==> src/rtl/seg7_scan_driver.sv <==
// Four-digit multiplexed hex display driver for the CPU debug word.
// The shadow register takes loads at any time; the frame register only changes at a frame boundary, so a frame never tears.
module seg7_scan_driver #(
    parameter int SCAN_DIV = 100000,
    parameter int CNT_W    = 17
) (
    input  logic        clk,
    input  logic        reset,
    input  logic [31:0] disp_data,
    input  logic        disp_load,
    input  logic        sel_hi,
    input  logic        blank,
    output logic [6:0]  sm_duan,
    output logic [3:0]  sm_wei,
    output logic        frame_start
);

    localparam logic [CNT_W-1:0] TICK_AT = CNT_W'(SCAN_DIV - 1);

    logic [CNT_W-1:0] prescaler_q, prescaler_d;
    logic [1:0]       digit_idx_q, digit_idx_d;
    logic [31:0]      shadow_q, shadow_d;
    logic [31:0]      frame_q, frame_d;
    logic             frame_hi_q, frame_hi_d;
    logic [6:0]       sm_duan_q, sm_duan_d;
    logic [3:0]       sm_wei_q, sm_wei_d;
    logic             frame_start_q, frame_start_d;

    logic             tick;
    logic             boundary;
    logic [15:0]      half;
    logic [3:0]       nibble;

    function automatic logic [6:0] hex_to_seg(input logic [3:0] value);
        logic [6:0] seg;
        case (value)
            4'h0:    seg = 7'b1000000;
            4'h1:    seg = 7'b1111001;
            4'h2:    seg = 7'b0100100;
            4'h3:    seg = 7'b0110000;
            4'h4:    seg = 7'b0011001;
            4'h5:    seg = 7'b0010010;
            4'h6:    seg = 7'b0000010;
            4'h7:    seg = 7'b1111000;
            4'h8:    seg = 7'b0000000;
            4'h9:    seg = 7'b0010000;
            4'hA:    seg = 7'b0001000;
            4'hB:    seg = 7'b0000011;
            4'hC:    seg = 7'b1000110;
            4'hD:    seg = 7'b0100001;
            4'hE:    seg = 7'b0000110;
            default: seg = 7'b0001110;
        endcase
        return seg;
    endfunction

    always_comb begin
        tick          = (prescaler_q == TICK_AT);
        prescaler_d   = tick ? '0 : prescaler_q + 1'b1;
        digit_idx_d   = tick ? digit_idx_q + 2'd1 : digit_idx_q;
        boundary      = tick && (digit_idx_q == 2'd3);

        shadow_d      = disp_load ? disp_data : shadow_q;
        frame_d       = boundary ? shadow_q : frame_q;
        frame_hi_d    = boundary ? sel_hi : frame_hi_q;
        frame_start_d = boundary;

        // Decode from the *next* frame contents so digit 0 of a new frame already shows new data.
        half = frame_hi_d ? frame_d[31:16] : frame_d[15:0];
        case (digit_idx_d)
            2'd0:    nibble = half[3:0];
            2'd1:    nibble = half[7:4];
            2'd2:    nibble = half[11:8];
            default: nibble = half[15:12];
        endcase

        sm_duan_d = sm_duan_q;
        sm_wei_d  = sm_wei_q;
        if (tick) begin
            if (blank) begin
                sm_duan_d = 7'b1111111;
                sm_wei_d  = 4'b1111;
            end else begin
                sm_duan_d = hex_to_seg(nibble);
                sm_wei_d  = ~(4'b0001 << digit_idx_d);
            end
        end
    end

    always_ff @(posedge clk or posedge reset) begin
        if (reset) begin
            prescaler_q   <= '0;
            digit_idx_q   <= 2'd3;
            shadow_q      <= '0;
            frame_q       <= '0;
            frame_hi_q    <= 1'b0;
            sm_duan_q     <= 7'b1111111;
            sm_wei_q      <= 4'b1111;
            frame_start_q <= 1'b0;
        end else begin
            prescaler_q   <= prescaler_d;
            digit_idx_q   <= digit_idx_d;
            shadow_q      <= shadow_d;
            frame_q       <= frame_d;
            frame_hi_q    <= frame_hi_d;
            sm_duan_q     <= sm_duan_d;
            sm_wei_q      <= sm_wei_d;
            frame_start_q <= frame_start_d;
        end
    end

    assign sm_duan     = sm_duan_q;
    assign sm_wei      = sm_wei_q;
    assign frame_start = frame_start_q;

endmodule

==> config.mk <==
export PLATFORM = sky130hd
export DESIGN_NAME = seg7_scan_driver
export DESIGN_NICKNAME = d
export VERILOG_FILES = /design/src/rtl/seg7_scan_driver.sv
export SDC_FILE = /design/constraint.sdc
export NUM_CORES = 1
export LEC_CHECK = 0
export BUFFER_PORTS_ARGS = -buffer_cell sky130_fd_sc_hd__buf_4
export CORE_ASPECT_RATIO = 1.1
export CORE_UTILIZATION = 40
export CTS_BUF_LIST = sky130_fd_sc_hd__clkbuf_2 sky130_fd_sc_hd__clkbuf_4 sky130_fd_sc_hd__clkbuf_8
export DETAILED_ROUTE_END_ITERATION = 6
export SLEW_MARGIN = 10
export SYNTH_ARGS = -nofsm -noshare
export SYNTH_HDL_FRONTEND = slang
export SYNTH_SLANG_ARGS = --single-unit
==> constraint.sdc <==
create_clock -name clk -period 5.24 [get_ports clk]
set_clock_uncertainty 0.1 [all_clocks]
set_input_delay 0.262 -clock clk [delete_from_list [all_inputs] [get_ports clk]]
set_output_delay 0.262 -clock clk [all_outputs]
set_load 0.05 [all_outputs]
==> metrics.txt, run 1 <==
die area 12890 um^2; DRC 0; EDFF count, synth 0; HPWL after detailed placement 7.160 mm; Mapped Area 4976 um^2; pin count of the biggest net entering global routing 50; setup_tns 0 ps; initial antenna violation count 0; Synth Instances 416; Fin. Hold Viols 0; total CTS buffers 9; Worst slew margin 36.66%; Clock Path Buffers 2; Routed WL 10.30 mm; Placed Cells ~600; status finished, final reports clean; sequential share of power 58.1%; Hold WS 25.97 ps; RD Place Congestion 0.8766; share of the synthesized area in the top cell type 41.74%; unrepaired setup endpoints after global routing no; Tmin final 4677 ps; worst-case vdd ir drop 0.1432 mV; CP startpoint kind flop; Area contributors post-synth dfrtp_1 (42%), mux2_2 (17%), dfstp_2 (6.9%), mux4_2 (3.2%), mux2i_1 (2.4%); Yosys reg bits 96; first-pass GRT wire length 17.05 mm; TritonCTS clock tree yes; cell-internal power around 1000 uW; Syn Area/Cell about 12 um^2; core footprint around 12000 um^2; Ant. Diodes 0; Buf/Inv on CP 2; Net Sw Frac a little under a quarter; critical path required time 5430 ps; area grow syn2layout 16.12%; depth of the most critical reg-to-reg path 12; Root Buffer clkbuf_8; FFs w/ async S/R, synth 100.0%; clk_lat worst skew around 370 ps; predominant post-synthesis flop cell dfrtp_1; Initial Utilization 41.17%; Port Buffer Count 48; cell taking the most area after synthesis dfrtp_1; Pins Over Slew Limit 0; CTS clk-pin slew, worst paths 90 ps; Hold WC Path Type input pin to flop; commonest cells in the netlist dfrtp_1 (83), mux2_2 (74), nor2_1 (27), nand2_1 (21), nand3_1 (17); Hold Crit Depth 2; max-cap viol count 0; Achievable Freq about 210 MHz; Mapped Nets roughly 460; row count 42; clock power share 36.1%; vias per inst roughly 5.4; Final setup viols 0; footprint of the multi-input gates 2365 um^2; htree depth 3; Iter 0 DRT Violations 131; io pins approximately 50; WP data arrival 4870 ps; Comb power frac 5.8%; postcts setup bufs 0; Sw Pwr 313.0 uW; final non-filler cell total 630; Lkg Pwr about 0.0026 uW; Slowest cell on crit path nor4_4; Distinct cells, synth 61; most frequent cell after synthesis dfrtp_1; vias in the first global route approximately 3400; via count roughly 3400; layout cell share with drive strength beyond 1 37.82%; crit-path max cell delay 840 ps; actual slew at the worst max-slew pin 942.8 ps; Reg area 2419 um^2; Die Wd 108.3 um; critical-path maximum fanout 15; critical path endpoint category flop; crit path kind flop to flop; final-layout fill cell count 1123; # nets final 516; Crit path depth 12; Post-DRT Antenna Nets 0; total gr overflow 0; CP delay by family, top simple AND/OR/NAND/NOR gates; Clock Sinks between 90 and 100; sequential-to-total area share from yosys stat about half; crit path cell chain or4b_4 > nor4_4 > buf_4 > mux2_2 > o22ai_1 > a2111oi_0 > nor3_1 > inv_1 > ha_1 > mux2i_1 > nor2_1 > o32a_1; yosys warns 0; Util after Layout 47.81%; Pwr Density 234.3 nW/um^2; First-pass DRT Iterations 4; Routed wire per std cell 16.34 um; gr usage total 17.21%; crit share post-route 89.25%; Die Y 119.0 um
[timing repair]
action	CTS	global route
endpoints found under the setup margin	0	0
hold buffers	11	2
endpoints found under the hold margin	57	2
gates resized for setup	0	0
[layer usage]
metal,global-route usage [%],wire [um]
met4,6.081,167
met1,22.70,4750
met2,27.71,5049
met3,3.777,327
met5,0,0
[path summary, 6_finish.rpt]
kind / from / end / slack, ps
setup / recovery: prescaler_q[8] / sm_duan[5] / 560
hold / removal: disp_data[5] / shadow_q[5] / 30
setup reg to reg: prescaler_q[8] / sm_duan[5] / 560
hold reg to reg: prescaler_q[0] / prescaler_q[0] / 380
max in group asynchronous: reset / frame_q[7] / 3580
min in group asynchronous: reset / shadow_q[23] / 410
[worst register-to-register path: stages, from the launching register on]
cell and delay [ps]:
dfrtp_1 420, or4b_4 600, nor4_4 840, buf_4 330
mux2_2 350, o22ai_1 110, a2111oi_0 90, nor3_1 750
inv_1 160, ha_1 290, mux2i_1 150, nor2_1 50
o32a_1 360
[registers in the layout, indices dropped and copies added, names as in the netlist]
| name | cells |
|---|---|
| frame_start | 1 |
| shadow_q | 32 |
| digit_idx_q | 2 |
| frame_q | 32 |
| sm_duan | 7 |
| frame_hi_q | 1 |
| prescaler_q | 17 |
| sm_wei | 4 |
[cells by family (layout without fill, tap and decap cells)]
logic type      Yosys count  in the layout  share of synthesized area, %
flops                    96             96                         48.60
buf+inv                  40            100                         3.872
simple gates             98             98                         10.16
xor+xnor                 16             16                         2.816
mux                      95             95                         23.08
fa+ha+maj                 8              8                         2.012
compound gates           63             63                         9.455
[stage by stage]
step / instance area (um^2) / setup WS [ps] / total power (uW)
floorplan: 4976 / 1547 / 833.3
global route: 5778 / 368.1 / 1418
CTS: 5758 / 608.3 / 1379
finish: 5778 / 563.5 / 1354
detailed placement: 5450 / 630.0 / 874.5
global placement: 5450 / 727.7 / 871.5
[power groups by stage]
stage | logic, uW | registers, uW | clock network, uW
5_1_grt | 86.7 | 791 | 540
2_1_floorplan | 42.3 | 791 | 0
3_5_place_dp | 72.9 | 802 | 0
6_report | 78.0 | 787 | 489
4_1_cts | 79.4 | 787 | 513
3_3_place_gp | 70.9 | 801 | 0
[cell type report]
cell class / count / area share, %
tap: 154 / 3.335
inverter: 17 / 1.191
sequential: 96 / 41.86
clock buffer: 10 / 2.274
timing repair buffer: 67 / 9.268
multi-input combinational: 280 / 40.93
clock inverter: 6 / 1.148
[cells in the final DEF (no fill, tap or decap), types with 3 or more instances in the layout]
| cell | count |
|---|---|
| a31oi_1 | 5 |
| buf_4 | 54 |
| dfrtp_1 | 83 |
| o22ai_1 | 6 |
| mux2i_1 | 12 |
| o21ai_0 | 11 |
| xor2_1 | 8 |
| mux4_2 | 7 |
| nor3_1 | 5 |
| clkbuf_8 | 9 |
| a21oi_1 | 5 |
| and3_1 | 5 |
| nand3_1 | 17 |
| inv_1 | 14 |
| mux2_2 | 74 |
| or2_2 | 3 |
| o221ai_1 | 3 |
| o41ai_1 | 3 |
| ha_1 | 8 |
| dlygate4sd3_1 | 13 |
| nand4_1 | 8 |
| nor2b_1 | 3 |
| xnor2_1 | 8 |
| dfstp_2 | 13 |
| nand2_1 | 21 |
| nor2_1 | 27 |
No activity file was read; power rests on OpenSTA's default activity.
==> inputs of run 2 (changes only) <==
Settings changed: MAX_ROUTING_LAYER set to met4.
Clock period 5.24 ns to 5.8 ns, I/O delays scaled along.
==> run 2 against run 1 <==
Against the previous run:
- register-to-register slack gained 660 ps
- clock power about the same
- worst setup slack improved by 660 ps
- final cell count fell by 2.1%
- critical path depth is 1 lower
- routed wire length fell by 0.95%
- sequential cell count did not move
- clock-buffer cell count grew 1
- power decreased by 6.8%
- worst hold slack gained 11 ps
- first-iteration DRC count is 23% higher
==> metrics.txt, run 2 (same netlist as run 1, synthesis figures left out) <==
status finished, final reports clean; first-pass GRT wire length 17.37 mm; Clock Sinks between 90 and 100; initial antenna violation count 0; Worst slew margin 38.37%; Util after Layout 46.98%; critical-path maximum fanout 26; most common cell after layout, fill and taps aside dfrtp_1; worst-case vdd ir drop 0.1386 mV; Final setup viols 0; layout cell share with drive strength beyond 1 about two fifths; max-cap viol count 0; Hold WC Path Type input pin to flop; Die Wd 108.3 um; row count 42; CTS-repair resized insts 0; via count roughly 3400; clock power share 38.6%; critical path endpoint category flop; Net Sw Frac between 20% and 30%; CTS clk-pin slew, worst paths roughly 90 ps; area grow syn2layout 14.11%; Sw Pwr 275.5 uW; commonest cells after routing, fill and taps aside dfrtp_1 (83), mux2_2 (74), buf_4 (53); Pwr Density 222.3 nW/um^2; Iter 0 DRT Violations about 160; pin count of the biggest net entering global routing between 50 and 60; crit share post-route 78.89%; actual slew at the worst max-slew pin 924.4 ps; DRC 0; TritonCTS clock tree yes; Fin. Hold Viols 0; Tmin final 4576 ps; Routed wire per std cell 16.53 um; Pins Over Slew Limit 0; Routed WL 10.20 mm; CP startpoint kind flop; critical path required time 6000 ps; total CTS buffers 9; Root Buffer clkbuf_8; Lkg Pwr ~0.0026 uW; Comb power frac 5.1%; Ant. Diodes 0; HPWL after detailed placement between 7 and 8 mm; crit path kind flop to flop; Achievable Freq roughly 220 MHz; cell-internal power ~990 uW; setup_tns 0 ps; gr usage total 18.08%; io pins 49; postcts setup bufs 0; total gr overflow 0; htree depth 3; vias in the first global route 3492; Post-DRT Antenna Nets 0; Die Y 119.0 um; # nets final 503; Initial Utilization about two fifths; vias per inst 5.486; WP data arrival approximately 4800 ps; unrepaired setup endpoints after global routing no; clk_lat worst skew 380 ps; RD Place Congestion a little under 0.9; Port Buffer Count 48; top flop regs frame_q x32, shadow_q x32, prescaler_q x17; sequential share of power between 50% and 60%; die area 12890 um^2; Clock Path Buffers 2; First-pass DRT Iterations 4; core footprint 12090 um^2
[run 2: critical path: stages, from the launching register on]
cell	delay, ps
dfstp_2	820
ha_1	710
mux2_2	410
mux4_2	440
o21ai_0	110
a21oi_1	100
nor3_1	750
inv_1	150
ha_1	300
mux2i_1	170
nor2_1	60
o32a_1	360
[run 2: power groups by stage]
stage	Sequential, uW	Combinational [uW]	Clock [uW]
2_1_floorplan	715	38.2	0
3_3_place_gp	725	63.5	0
3_5_place_dp	725	65.8	0
4_1_cts	712	66.3	504
5_1_grt	715	71.3	528
6_report	711	64.1	487
[run 2: through the flow]
step	cell area [um^2]	total power (uW)	setup WS, ps	hold WS [ps]	std cells
after floorplan	4976	752.8	2107	311.0	416
after global placement	5443	788.0	1447	279.2	600
after detailed placement	5443	790.9	1266	282.5	600
after CTS	5678	1283	1238	13.45	617
after global routing	5678	1315	791.5	17.14	617
final	5678	1262	1224	37.33	617
[run 2: worst paths after layout]
kind	startpoint	to	slack, ps	depth (start not counted)
max in group asynchronous	reset	frame_q[7]	4070	4
max reg2reg	digit_idx_q[0]	sm_duan[5]	1220	11
min in group asynchronous	reset	shadow_q[26]	430	3
max	digit_idx_q[0]	sm_duan[5]	1220	11
min	disp_data[28]	shadow_q[28]	40	2
min reg2reg	prescaler_q[0]	prescaler_q[0]	390	1
[run 2: repair_timing]
action                     CTS  global route
hold endpoints to repair    44             0
setup endpoints to repair    0             0
hold buffers                 1             0
[run 2: layer usage]
layer | GRT usage [%] | wire length (um) | vias up | part of all wire [%]
met2 | 27.87 | 4953 | 59 | 49
met3 | 3.667 | 289 | 18 | 2.8
met5 | - | 0 | - | 0
met1 | 22.90 | 4696 | 1697 | 46
li1 | - | - | 1611 | -
met4 | 8.193 | 259 | 0 | 2.5
[run 2: cell type report]
| class | instances | area (um^2) |
|---|---|---|
| Fill cell | 1172 | 6409 |
| Timing Repair Buffer | 54 | 407.9 |
| Multi-Input combinational cell | 280 | 2365 |
| Sequential cell | 96 | 2419 |
| Clock buffer | 11 | 145.1 |
| Clock inverter | 5 | 80.08 |
| Tap cell | 154 | 192.7 |
| Inverter | 17 | 68.82 |
==> inputs of run 3 (changes only) <==
Clock period 5.8 ns to 4.4 ns, I/O delays scaled along.
==> run 3 against run 2 <==
Against the previous run:
- worst hold slack gained 7.6 ps
- utilization grew 3.5 points
- clock-buffer cell count shrank 2
- routed wire length grew 5.8%
- worst setup slack lost 830 ps
- critical path depth grew 3
- die area is the same
- sequential share of layout area shrank 2.9 points
- fmax grew 14%
- sequential cell count is the same
- combinational power grew 67%
==> metrics.txt, run 3 (same netlist as run 1, synthesis figures left out) <==
status finished, final reports clean; Worst slew margin 52.61%; critical-path maximum fanout 11; io pins around 50; row count 42; Port Buffer Count 48; CP startpoint kind flop; Final setup viols 0; Hold Buf Count CTS 33; Ant. Diodes 0; Placed Cells 608; core footprint 12090 um^2; RD Place Congestion 0.8820; vias per inst 5.425; Clock Path Buffers 2; layout cell share with drive strength beyond 1 37.18%; first-pass GRT wire length 18.00 mm; fin area 6098 um^2; TritonCTS clock tree yes; area grow syn2layout 22.55%; final-layout fill cell count around 1100; Slowest cell on crit path or4b_4; Area after DPL between 5000 and 6000 um^2; Initial Utilization 41.17%; Pwr Density roughly 300 nW/um^2; Pins Over Slew Limit 0; Fin. Hold Viols 0; HPWL after detailed placement 7.585 mm; crit-path max cell delay 600 ps; # nets final 543; CP delay by family, top simple AND/OR/NAND/NOR gates; vias in the first global route ~3700; Clock Sinks 96; initial antenna violation count 0; most common cell after layout, fill and taps aside dfrtp_1; total gr overflow 0; Die Wd 108.3 um; Tmin final 4009 ps; setup_tns 0 ps; postcts setup bufs 0; pin count of the biggest net entering global routing 58; crit path kind flop to flop; total CTS buffers 9; htree depth 3; die area 12890 um^2; unrepaired setup endpoints after global routing no; max-cap viol count 0; Hold WC Path Type input pin to flop; Die Y approximately 120 um; gr usage total 18.57%; crit share post-route 91.12%; CTS-repair resized insts 0; Iter 0 DRT Violations 166; worst setup margin 390.6 ps; final non-filler cell total 657; Place WS between 400 and 500 ps; First-pass DRT Iterations 4; worst-case vdd ir drop 0.1338 mV; top flop regs frame_q x32, shadow_q x32, prescaler_q x17; critical path required time approximately 4600 ps; Achievable Freq 249.4 MHz; crit path cell chain or4b_4 > nor4_4 > buf_4 > buf_4 > mux2_2 > o22ai_1 > a2111oi_0 > nor3_1 > buf_4 > inv_1 > ha_1 > mux2i_1 > nor2_1 > o32a_1; Worst path most repeated cell buf_4; clk_lat worst skew 380 ps; Post-DRT Antenna Nets 0; critical path endpoint category flop; Root Buffer clkbuf_8; actual slew at the worst max-slew pin 710.9 ps; Routed WL ~11 mm; WP data arrival 4210 ps; via count 3564; CTS clk-pin slew, worst paths 90 ps; Buf/Inv on CP 4; Routed wire per std cell 16.43 um; DRC 0; commonest cells after routing, fill and taps aside dfrtp_1 (83), mux2_2 (74), buf_4 (61); Lkg Pwr 0.002757 uW
==> run 3: cell types whose count changed in the layout (fill, tap and decap cells not counted), sizes merged <==
cell / change
bufinv: +2
dlygate4sd3: +32
clkbuf: -2
clkinvlp: -1
buf: +8
inv: +1
==> run 3: worst reg2reg max path, stage by stage, from the launching register on <==
cell and delay [ps]:
dfrtp_1 430, or4b_4 600, nor4_4 500, buf_4 250, buf_4 190, mux2_2 340, o22ai_1 130, a2111oi_0 90
nor3_1 260, buf_4 210, inv_1 60, ha_1 240, mux2i_1 150, nor2_1 60, o32a_1 320
==> run 3: path summary, 6_finish.rpt <==
check,start,to,slack (ps),cells past startpoint
setup / recovery,prescaler_q[8],sm_duan[5],390,14
hold / removal,blank,sm_duan[0],40,3
setup reg to reg,prescaler_q[8],sm_duan[5],390,14
hold reg to reg,prescaler_q[0],prescaler_q[0],400,1
max in group asynchronous,reset,shadow_q[26],2810,4
min in group asynchronous,reset,prescaler_q[12],430,3
==> run 3: power by group <==
part | total [uW] | internal (uW) | switching [uW] | leakage (uW)
logic | 107 | 66.6 | 40.9 | 0.00142
clock network | 752 | 435 | 316 | 0.000130
registers | 938 | 912 | 26.4 | 0.00121
==> run 3: metrics by stage <==
stage                     total power [uW]  utilization [%]  hold slack, ps
after detailed placement              1043            45.53           297.8
after global routing                  1873            50.46           54.18
final                                 1797            50.46           44.94
after CTS                             1826            50.46           27.68
after global placement                1038            45.53           293.0
after floorplan                      992.4                -           241.0
==> run 3: per-layer routing <==
metal / track usage (%) / routed length, um / vias to the layer above
li1: - / - / 1688
met1: 22.26 / 4826 / 1793
met2: 30.81 / 5421 / 60
met3: 3.065 / 279 / 23
met4: 7.770 / 266 / 0
met5: - / 0 / -
==> run 3: layout make-up <==
class | count | area (um^2) | share of cell area (%)
sequential | 96 | 2419 | 39.66
tap | 154 | 192.7 | 3.160
timing repair buffer | 94 | 788.3 | 12.93
clock inverter | 7 | 141.4 | 2.318
inverter | 17 | 68.82 | 1.128
multi-input combinational | 280 | 2365 | 38.78
clock buffer | 9 | 123.9 | 2.031
